$ cat src/rtl/if_id_queue_pkg.sv
`default_nettype none
// ============================================================================
// Module      : if_id_queue_pkg
// Description : Shared constants, types and helpers for the IF/ID queue.
// Revision    : 1.0 - initial release
// ============================================================================
package if_id_queue_pkg;

  // Default queue depth between fetch and decode
  localparam int c_IFQ_DEPTH = 4;

  // Level of rst that puts the pipeline into its reset state
  localparam logic c_RST_ENABLE = 1'b1;

  // Source selected for the ID output register on an advancing cycle
  typedef enum logic [1:0] {
    SRC_BUBBLE = 2'd0,
    SRC_HEAD   = 2'd1,
    SRC_BYPASS = 2'd2
  } ifq_src_e;

  // Width of one stored {pc, inst} entry
  function automatic int ifq_entry_bus(input int addr_w, input int inst_w);
    return addr_w + inst_w;
  endfunction

endpackage : if_id_queue_pkg
`default_nettype wire

$ cat src/rtl/if_id_queue_fifo.sv
`default_nettype none
// ============================================================================
// Module      : sync_fifo_ptr
// Description : Circular-buffer storage with wrapping head/tail pointers and
//               an independent occupancy count, so full and empty never alias.
// Revision    : 1.0 - initial release
// ============================================================================
module sync_fifo_ptr #(
  parameter int WIDTH = 64,
  parameter int DEPTH = 4,
  parameter int CNT_W = $clog2(DEPTH + 1)
) (
  input  logic             clk,
  input  logic             rst,
  input  logic             i_clear,
  input  logic             i_push,
  input  logic             i_pop,
  input  logic [WIDTH-1:0] i_wdata,
  output logic [WIDTH-1:0] o_rdata,
  output logic [CNT_W-1:0] o_count,
  output logic             o_full,
  output logic             o_empty
);
  import if_id_queue_pkg::*;

  localparam int c_PTR_W = $clog2(DEPTH);

  logic [WIDTH-1:0]   r_mem [DEPTH];
  logic [c_PTR_W-1:0] r_head;
  logic [c_PTR_W-1:0] r_tail;
  logic [CNT_W-1:0]   r_count;

  logic w_full;
  logic w_empty;
  logic w_wr;
  logic w_rd;

  assign w_full  = (r_count == CNT_W'(DEPTH));
  assign w_empty = (r_count == '0);

  // Writes into a full buffer or reads from an empty one are ignored
  assign w_wr = i_push && !w_full;
  assign w_rd = i_pop && !w_empty;

  // Storage has no reset; only the pointers and count define validity
  always_ff @(posedge clk) begin
    if (w_wr) begin
      r_mem[r_tail] <= i_wdata;
    end
  end

  // Pointer and occupancy bookkeeping; pointers wrap modulo DEPTH
  always_ff @(posedge clk) begin
    if (rst == c_RST_ENABLE || i_clear) begin
      r_head  <= '0;
      r_tail  <= '0;
      r_count <= '0;
    end else begin
      if (w_wr) begin
        r_tail <= r_tail + c_PTR_W'(1);
      end
      if (w_rd) begin
        r_head <= r_head + c_PTR_W'(1);
      end
      case ({w_wr, w_rd})
        2'b10:   r_count <= r_count + CNT_W'(1);
        2'b01:   r_count <= r_count - CNT_W'(1);
        default: r_count <= r_count;
      endcase
    end
  end

  assign o_rdata = r_mem[r_head];
  assign o_count = r_count;
  assign o_full  = w_full;
  assign o_empty = w_empty;

endmodule : sync_fifo_ptr
`default_nettype wire

$ cat src/rtl/if_id_queue.sv
`default_nettype none
// ============================================================================
// Module      : if_id_queue
// Description : DEPTH-entry instruction queue between fetch and decode with a
//               registered ID output, empty-queue bypass, bubble insertion and
//               single-cycle flush.
// Revision    : 1.0 - initial release
// ============================================================================
module if_id_queue
  import if_id_queue_pkg::*;
#(
  parameter int ADDR_W = 32,
  parameter int INST_W = 32,
  parameter int DEPTH  = c_IFQ_DEPTH,
  parameter int CNT_W  = $clog2(DEPTH + 1)
) (
  input  logic              clk,
  input  logic              rst,
  input  logic              flush,
  input  logic              if_valid,
  input  logic [ADDR_W-1:0] if_pc,
  input  logic [INST_W-1:0] if_inst,
  output logic              if_ready,
  input  logic              id_stall,
  output logic [ADDR_W-1:0] id_pc,
  output logic [INST_W-1:0] id_inst,
  output logic              id_valid,
  output logic [CNT_W-1:0]  count
);

  localparam int c_ENTRY_W = ifq_entry_bus(ADDR_W, INST_W);

  logic [c_ENTRY_W-1:0] w_wdata;
  logic [c_ENTRY_W-1:0] w_head;
  logic [ADDR_W-1:0]    w_head_pc;
  logic [INST_W-1:0]    w_head_inst;
  logic [CNT_W-1:0]     w_count;
  logic                 w_full;
  logic                 w_empty;
  logic                 w_push;
  logic                 w_advance;
  logic                 w_fifo_push;
  logic                 w_fifo_pop;
  ifq_src_e             w_src;

  logic [ADDR_W-1:0]    r_id_pc;
  logic [INST_W-1:0]    r_id_inst;
  logic                 r_id_valid;

  // Ready is derived from registered occupancy only: no pass-through at full
  assign if_ready  = !w_full;

  // flush outranks both the push and the output advance
  assign w_push    = if_valid && !w_full && !flush;
  assign w_advance = !id_stall && !flush;

  // A push into an empty queue on an advancing cycle skips storage entirely
  assign w_fifo_push = w_push && !(w_advance && w_empty);
  assign w_fifo_pop  = w_advance && !w_empty;

  assign w_wdata     = {if_pc, if_inst};
  assign w_head_pc   = w_head[INST_W +: ADDR_W];
  assign w_head_inst = w_head[0 +: INST_W];

  sync_fifo_ptr #(
    .WIDTH (c_ENTRY_W),
    .DEPTH (DEPTH),
    .CNT_W (CNT_W)
  ) u_fifo (
    .clk     (clk),
    .rst     (rst),
    .i_clear (flush),
    .i_push  (w_fifo_push),
    .i_pop   (w_fifo_pop),
    .i_wdata (w_wdata),
    .o_rdata (w_head),
    .o_count (w_count),
    .o_full  (w_full),
    .o_empty (w_empty)
  );

  // Pick what the output register loads: oldest queued word, bypass, or bubble
  always_comb begin
    w_src = SRC_BUBBLE;
    if (!w_empty) begin
      w_src = SRC_HEAD;
    end else if (w_push) begin
      w_src = SRC_BYPASS;
    end
  end

  // ID output register: cleared by reset/flush, held on stall, else reloaded
  always_ff @(posedge clk) begin
    if (rst == c_RST_ENABLE || flush) begin
      r_id_pc    <= '0;
      r_id_inst  <= '0;
      r_id_valid <= 1'b0;
    end else if (w_advance) begin
      case (w_src)
        SRC_HEAD: begin
          r_id_pc    <= w_head_pc;
          r_id_inst  <= w_head_inst;
          r_id_valid <= 1'b1;
        end
        SRC_BYPASS: begin
          r_id_pc    <= if_pc;
          r_id_inst  <= if_inst;
          r_id_valid <= 1'b1;
        end
        default: begin
          r_id_pc    <= '0;
          r_id_inst  <= '0;
          r_id_valid <= 1'b0;
        end
      endcase
    end
  end

  assign id_pc    = r_id_pc;
  assign id_inst  = r_id_inst;
  assign id_valid = r_id_valid;
  assign count    = w_count;

endmodule : if_id_queue
`default_nettype wire

$ cat config.mk
export PLATFORM = sky130hd
export DESIGN_NAME = if_id_queue
export DESIGN_NICKNAME = d
export VERILOG_FILES = /design/src/rtl/if_id_queue_pkg.sv /design/src/rtl/if_id_queue_fifo.sv /design/src/rtl/if_id_queue.sv
export SDC_FILE = /design/constraint.sdc
export NUM_CORES = 1
export LEC_CHECK = 0
export ABC_CLOCK_PERIOD_IN_PS = 3600
export CAP_MARGIN = 5
export CORE_MARGIN = 3
export CORE_UTILIZATION = 45
export CTS_BUF_LIST = sky130_fd_sc_hd__clkbuf_8
export DETAILED_ROUTE_END_ITERATION = 10
export PLACE_DENSITY = 0.68
export SYNTH_ARGS = -nofsm -noshare
export SYNTH_HDL_FRONTEND = slang
export SYNTH_SLANG_ARGS = --single-unit
$ cat constraint.sdc
create_clock -name clk -period 3.6 [get_ports clk]
set_input_delay 0.9 -clock clk [delete_from_list [all_inputs] [get_ports clk]]
set_output_delay 0.9 -clock clk [all_outputs]
set_load 0.05 [all_outputs]
==> results of run 1 <==
[final timing paths]
check,from,slack (ns),endpoint
max,u_fifo.o_count[0],0.66,if_ready
min,id_pc[29],0.44,id_pc[29]
max reg2reg,u_fifo.o_count[2],1.09,id_pc[13]
min reg2reg,id_pc[29],0.44,id_pc[29]
[routing by layer]
layer  routed length [µm]  vias up  share of wire [%]  global-route usage, %
li1                     -     3061                  -                      -
met1                11200     3515                 42                   25.0
met2                12600      286                 48                   29.8
met3                 2130       59                8.0                   4.46
met4                  494        6                1.9                   5.07
met5                   50        -               0.19                      0
[power by group]
group          leakage [nW]  switching, W  total, W  internal [W]
logic                  1.40      0.000240  0.000406      0.000166
registers              2.92     0.0000209   0.00417       0.00415
clock network         0.588       0.00138   0.00292       0.00154
total                  4.91       0.00164   0.00750       0.00586
[stage by stage]
stage | std cells | setup slack (ns) | instance area [µm²] | power (W)
final | 1230 | 0.659 | 15100 | 0.00750
after global routing | 1230 | 0.586 | 15100 | 0.00780
after CTS | 1230 | 0.629 | 15100 | 0.00759
after detailed placement | 1132 | 0.338 | 14100 | 0.00466
after global placement | 1132 | 0.372 | 14100 | 0.00464
after floorplan | 683 | 0.149 | 12300 | 0.00444
[final cells by class]
| class | count | area (µm²) |
|---|---|---|
| Timing Repair Buffer | 157 | 1600 |
| Clock buffer | 58 | 798 |
| Inverter | 6 | 22.5 |
| Fill cell | 2020 | 11300 |
| Clock inverter | 40 | 184 |
| Tap cell | 335 | 419 |
| Sequential cell | 330 | 9180 |
| Multi-Input combinational cell | 304 | 2910 |
[cell usage after synthesis, types with 2 or more instances]
master and count:
clkbuf_1 21, mux4_2 64, inv_1 6, nor2b_1 21, nor2_1 13, edfxtp_1 256
nand2b_1 2, nand2_1 58, xnor2_1 2, a21oi_1 3, a221oi_1 21, a22oi_1 43
buf_1 4, o21ai_0 30, dfxtp_1 74, nor3_1 23, ha_1 5, buf_2 17
and2_1 4, xor2_1 3, or2_2 2, or3_1 2
[sequential cells by signal, summed over array words and instances (netlist names), named ones only]
signal,flops
u_fifo.r_tail,2
id_valid,1
id_pc,32
u_fifo.r_head,2
u_fifo.o_count,3
id_inst,32
u_fifo.r_mem,256
[kinds of logic after synthesis]
family          count (synthesis)
buf+inv                        49
flops                         330
mux                            65
simple gates                  131
compound gates                 97
xor+xnor                        5
fa+ha+maj                       6
[critical path, delay by kind of cell, from the launching register on]
family	cells	cell delay [ns]
and+or+nand+nor	2	0.21
buffers and inverters	1	0.80
DFF	1	0.47
[cells in the final DEF, fill, tap and decap left out, types with 3 or more instances in the layout]
master	n
a21oi_1	3
a221oi_1	21
a22oi_1	43
and2_4	4
buf_12	6
buf_4	14
clkbuf_8	58
clkdlybuf4s50_1	137
clkinv_1	11
clkinv_2	3
dfxtp_1	72
edfxtp_1	256
ha_1	5
inv_1	30
mux4_2	64
nand2_1	58
nor2_1	12
nor2b_1	21
nor3_1	23
o21ai_0	30
xor2_1	3
==> flow_summary.yaml, run 1 <==
synth:
  synth_cell_types: 31
  postSynth.asyncResetShare_pct: 0
  synth_area_um2: 12300
  synth_mux_area_share_pct: 11.8
  synth_nets: 758
  synth_xor_area_share_pct: 0.357
  synth-simple-area-share_pct: 5.23
  synthAdderAreaFrac_pct: 0.673
  synth_top_area_share_pct: 62.6
  netlist_top_cells_area: "edfxtp_1, dfxtp_1, mux4_2"
  synth_compound_area_share_pct: 5.47
  yosys.area.top_type: "edfxtp_1"
  synth-main-ff-cell: "edfxtp_1"
  post_synth.cell_area_avg_um2: 18.0
  synth-edff-count: 256
  yosys_register_bits: 330
  synthesis.instances: 683
  synth_top_family_by_area: "multiplexers"
  synth_warnings: 0
  yosysSeqAreaShare_pct: 74.7
clock_tree:
  ctsRootBufferMaster: "clkbuf_8"
  cts_tree: "done"
  numCtsBuffers: 53
  clk_path_buf_depth: 3
  path_clk_slew_ns: 0.06
  insertion_delay_ns: 0.56
  post_cts_resized: 0
  postCtsHoldBufs: 0
  cts_max_level: 2
  cts_setup_buffers: 0
  cts_sinks: 330
setup_path:
  arrival_ns: 2.04
  worstPathRequired_ns: 2.70
  cp_max_fo: 6
  crit_chain: "nor2_1 > nand2_1 > clkdlybuf4s50_1"
  reg2reg_depth: 4
  crit_path_top_delay_cell: "clkdlybuf4s50_1"
  critPathLaunchType: "register"
  critPathCaptureType: "output pin"
  critical_path.max_stage_delay_ns: 0.80
  crit_type: "reg -> out"
hold_path:
  holdPathStages: 2
  hp-class: "reg -> reg"
timing:
  fmax_ghz: 0.340
  min_period_ns: 2.94
  finalHoldViolations: 0
  maxSlewViolCount: 0
  period_share_pct: 81.7
  slew_headroom_pct: 24.6
  finalSetupViolations: 0
  tightest_slew_ns: 1.13
  hold_ws_ns: 0.438
  setup_tns_ns: 0
  clock_skew_ns: 0.0214
  rsz0062_at_grt: "false"
cells_and_area:
  layout-drive-gt1-share_pct: 17.9
  area_growth_pct: 23.1
  post-route-util_pct: 57.2
  diodes: 0
  nNetsFinal: 927
floorplanning:
  die_w_um: 171
  fp-row-count: 59
  core_um2: 26400
  die-height_um: 171
  start_util_pct: 46.4
  boundaryPins: 138
  die_area_um2: 29300
drt:
  wire_per_inst_um: 21.6
  post-route-drc-count: 0
  via_per_inst: 5.63
  vias: 6927
  first_pass_iters: 7
  detail-route-antenna-nets: 0
  drt_iter0_drc: 615
  routed_wl_mm: 26.5
job:
  maxCapViolCount: 0
place:
  dp_hpwl_mm: 15.3
  io_buffers: 137
  place_congestion: 0.762
grt:
  first_global_vias: 7452
  overflow: 0
  grt_max_degree: 65
  antenna_found_initial: 3
  gr-usage-all-layers_pct: 18.3
  grt_pass1_wl_mm: 41.4
power:
  peakVddDrop_v: 0.000306
  p_leak_nw: 4.91
  cellPowerDensity_nw_per_um2: 497
run_status:
  status: "complete, no violations"
No activity file was read; power rests on OpenSTA's default activity.
==> run 2, diff against run 1 <==
--- a/config.mk
+++ b/config.mk
@@ -5,7 +5,7 @@
 export SDC_FILE = /design/constraint.sdc
 export NUM_CORES = 1
 export LEC_CHECK = 0
-export ABC_CLOCK_PERIOD_IN_PS = 3600
+export ABC_CLOCK_PERIOD_IN_PS = 2700
 export CAP_MARGIN = 5
 export CORE_MARGIN = 3
 export CORE_UTILIZATION = 45
==> constraint.sdc (replaced) <==
create_clock -name clk -period 2.7 [get_ports clk]
set_input_delay 0.675 -clock clk [delete_from_list [all_inputs] [get_ports clk]]
set_output_delay 0.675 -clock clk [all_outputs]
set_load 0.05 [all_outputs]
==> run 2 against run 1 <==
  * Largest cell class unchanged
  * Largest power group unchanged
  * Clock skew grew 0.00087 ns
  * Clock power grew 42%
  * Utilization grew 0.97 points
  * Sequential power grew 33%
  * Combinational power grew 36%
  * Count of clock-buffer cells in the layout grew 7
  * Die area is the same
  * Highest routed layer is now met4
==> flow_summary.yaml, run 2 (synthesis results as in run 1) <==
cells_and_area:
  fin_area_um2: 15400
  area_growth_pct: 25.2
  largest_register_ffs: 256
  multi_input_area_um2: 2910
  final_common_cell: "edfxtp_1"
  regMostFlops: "u_fifo.r_mem"
  layout_common_cells: "edfxtp_1, clkdlybuf4s50_1, dfxtp_1"
  seqCellArea_um2: 9180
  diodes: 0
  nNetsFinal: 936
  finalNonFillerCells: 1237
  layout-drive-gt1-share_pct: 20.8
  fillerInstances: 1982
drt:
  post-route-drc-count: 0
  routed_wl_mm: 26.7
  wire_per_inst_um: 21.6
  drt_iter0_drc: 470
  via_per_inst: 5.66
  vias: 7005
  first_pass_iters: 5
  detail-route-antenna-nets: 0
setup_path:
  crit_type: "reg -> out"
  crit_path_top_delay_cell: "clkdlybuf4s50_1"
  critPathCaptureType: "output pin"
  arrival_ns: 1.85
  critical_path.max_stage_delay_ns: 0.86
  critPathLaunchType: "register"
  worstPathRequired_ns: 2.03
  path_buf_inv: 1
  critPathTopFamily: "buffers and inverters"
  cp_max_fo: 6
  crit_chain: "clkdlybuf4s50_1"
clock_tree:
  cts_tree: "done"
  ctsRootBufferMaster: "clkbuf_8"
  cts_max_level: 2
  postCtsHoldBufs: 0
  insertion_delay_ns: 0.55
  cts_setup_buffers: 0
  cts_sinks: 330
  path_clk_slew_ns: 0.07
  clk_path_buf_depth: 3
  numCtsBuffers: 51
timing:
  finalHoldViolations: 0
  finalSetupViolations: 0
  period_share_pct: 93.4
  slew_headroom_pct: 29.8
  maxSlewViolCount: 0
  clock_skew_ns: 0.0223
  fmax_ghz: 0.396
  min_period_ns: 2.52
  tightest_slew_ns: 1.05
  rsz0062_at_grt: "false"
grt:
  use_met3_pct: 4.90
  grt_util_met1_pct: 26.2
  busiest_layer: "met2"
  antenna_found_initial: 0
  overflow: 0
  grt_pass1_wl_mm: 42.4
  first_global_vias: 7548
  gr-usage-all-layers_pct: 18.7
  gr-usage-met2_pct: 29.5
  grt_max_degree: 57
floorplanning:
  start_util_pct: 46.4
  core_um2: 26400
  fp-row-count: 59
  die_area_um2: 29300
  boundaryPins: 138
  die_w_um: 171
  die-height_um: 171
place:
  place_congestion: 0.788
  dp_hpwl_mm: 16.4
  dp.cells: 1143
  placedInstanceArea_um2: 14300
  io_buffers: 137
power:
  peakVddDrop_v: 0.000360
  power.switching_w: 0.00223
  seqPwrFrac_pct: 54.2
  p_int_w: 0.00803
  p_leak_nw: 4.96
  cellPowerDensity_nw_per_um2: 668
  clock_power_share_pct: 40.4
  p_comb_share_pct: 5.4
  swShare_pct: 21.7
job:
  maxCapViolCount: 0
run_status:
  status: "complete, no violations"
hold_path:
  hp-class: "reg -> reg"
## run 2: repair_timing
action                     in CTS  in global routing
resized for setup               0                  1
hold endpoints to repair        0                  0
setup endpoints to repair       0                  1
## run 2: path summary, 6_finish.rpt
| path | start | endpoint | slack [ns] | cells after the start |
|---|---|---|---|---|
| setup / recovery | u_fifo.o_count[0] | count[0] | 0.18 | 1 |
| hold reg to reg | id_pc[24] | id_pc[24] | 0.43 | 2 |
| setup reg to reg | u_fifo.o_count[2] | id_pc[11] | 0.51 | 4 |
| hold / removal | id_pc[24] | id_pc[24] | 0.43 | 2 |
## run 2: layout make-up
class	count	area share (%)
repair buffers	168	11.6
clock buffers	65	5.82
clock inverters	29	1.03
well taps	335	2.73
inverters	6	0.147
flip-flops and latches	330	59.7
multi-input cells	304	18.9
## run 2: metal layers
layer / vias to the layer above / wire, µm / share of wire, %
met4: 0 / 312 / 1.2
met1: 3604 / 11500 / 43
met3: 31 / 2200 / 8.2
met2: 288 / 12700 / 48
met5: - / 0 / 0
li1: 3082 / - / -
## run 2: power groups by stage
stage,registers [W],logic [W],clock network (W)
finish,0.00556,0.000553,0.00415
global route,0.00556,0.000591,0.00447
CTS,0.00556,0.000556,0.00424
detailed placement,0.00567,0.000553,0
global placement,0.00566,0.000535,0
floorplan,0.00576,0.000160,0
## run 2: through the flow
step / power (W) / util [%] / hold WS, ns / setup slack, ns / setup TNS (ns)
floorplan: 0.00592 / - / 0.485 / 0.156 / 0
global placement: 0.00620 / 54.1 / 0.426 / -0.110 / -0.110
detailed placement: 0.00622 / 54.1 / 0.430 / -0.184 / -2.47
CTS: 0.0104 / 58.1 / 0.439 / 0.0212 / 0
global route: 0.0106 / 58.1 / 0.452 / 0.0805 / 0
finish: 0.0103 / 58.1 / 0.434 / 0.178 / 0
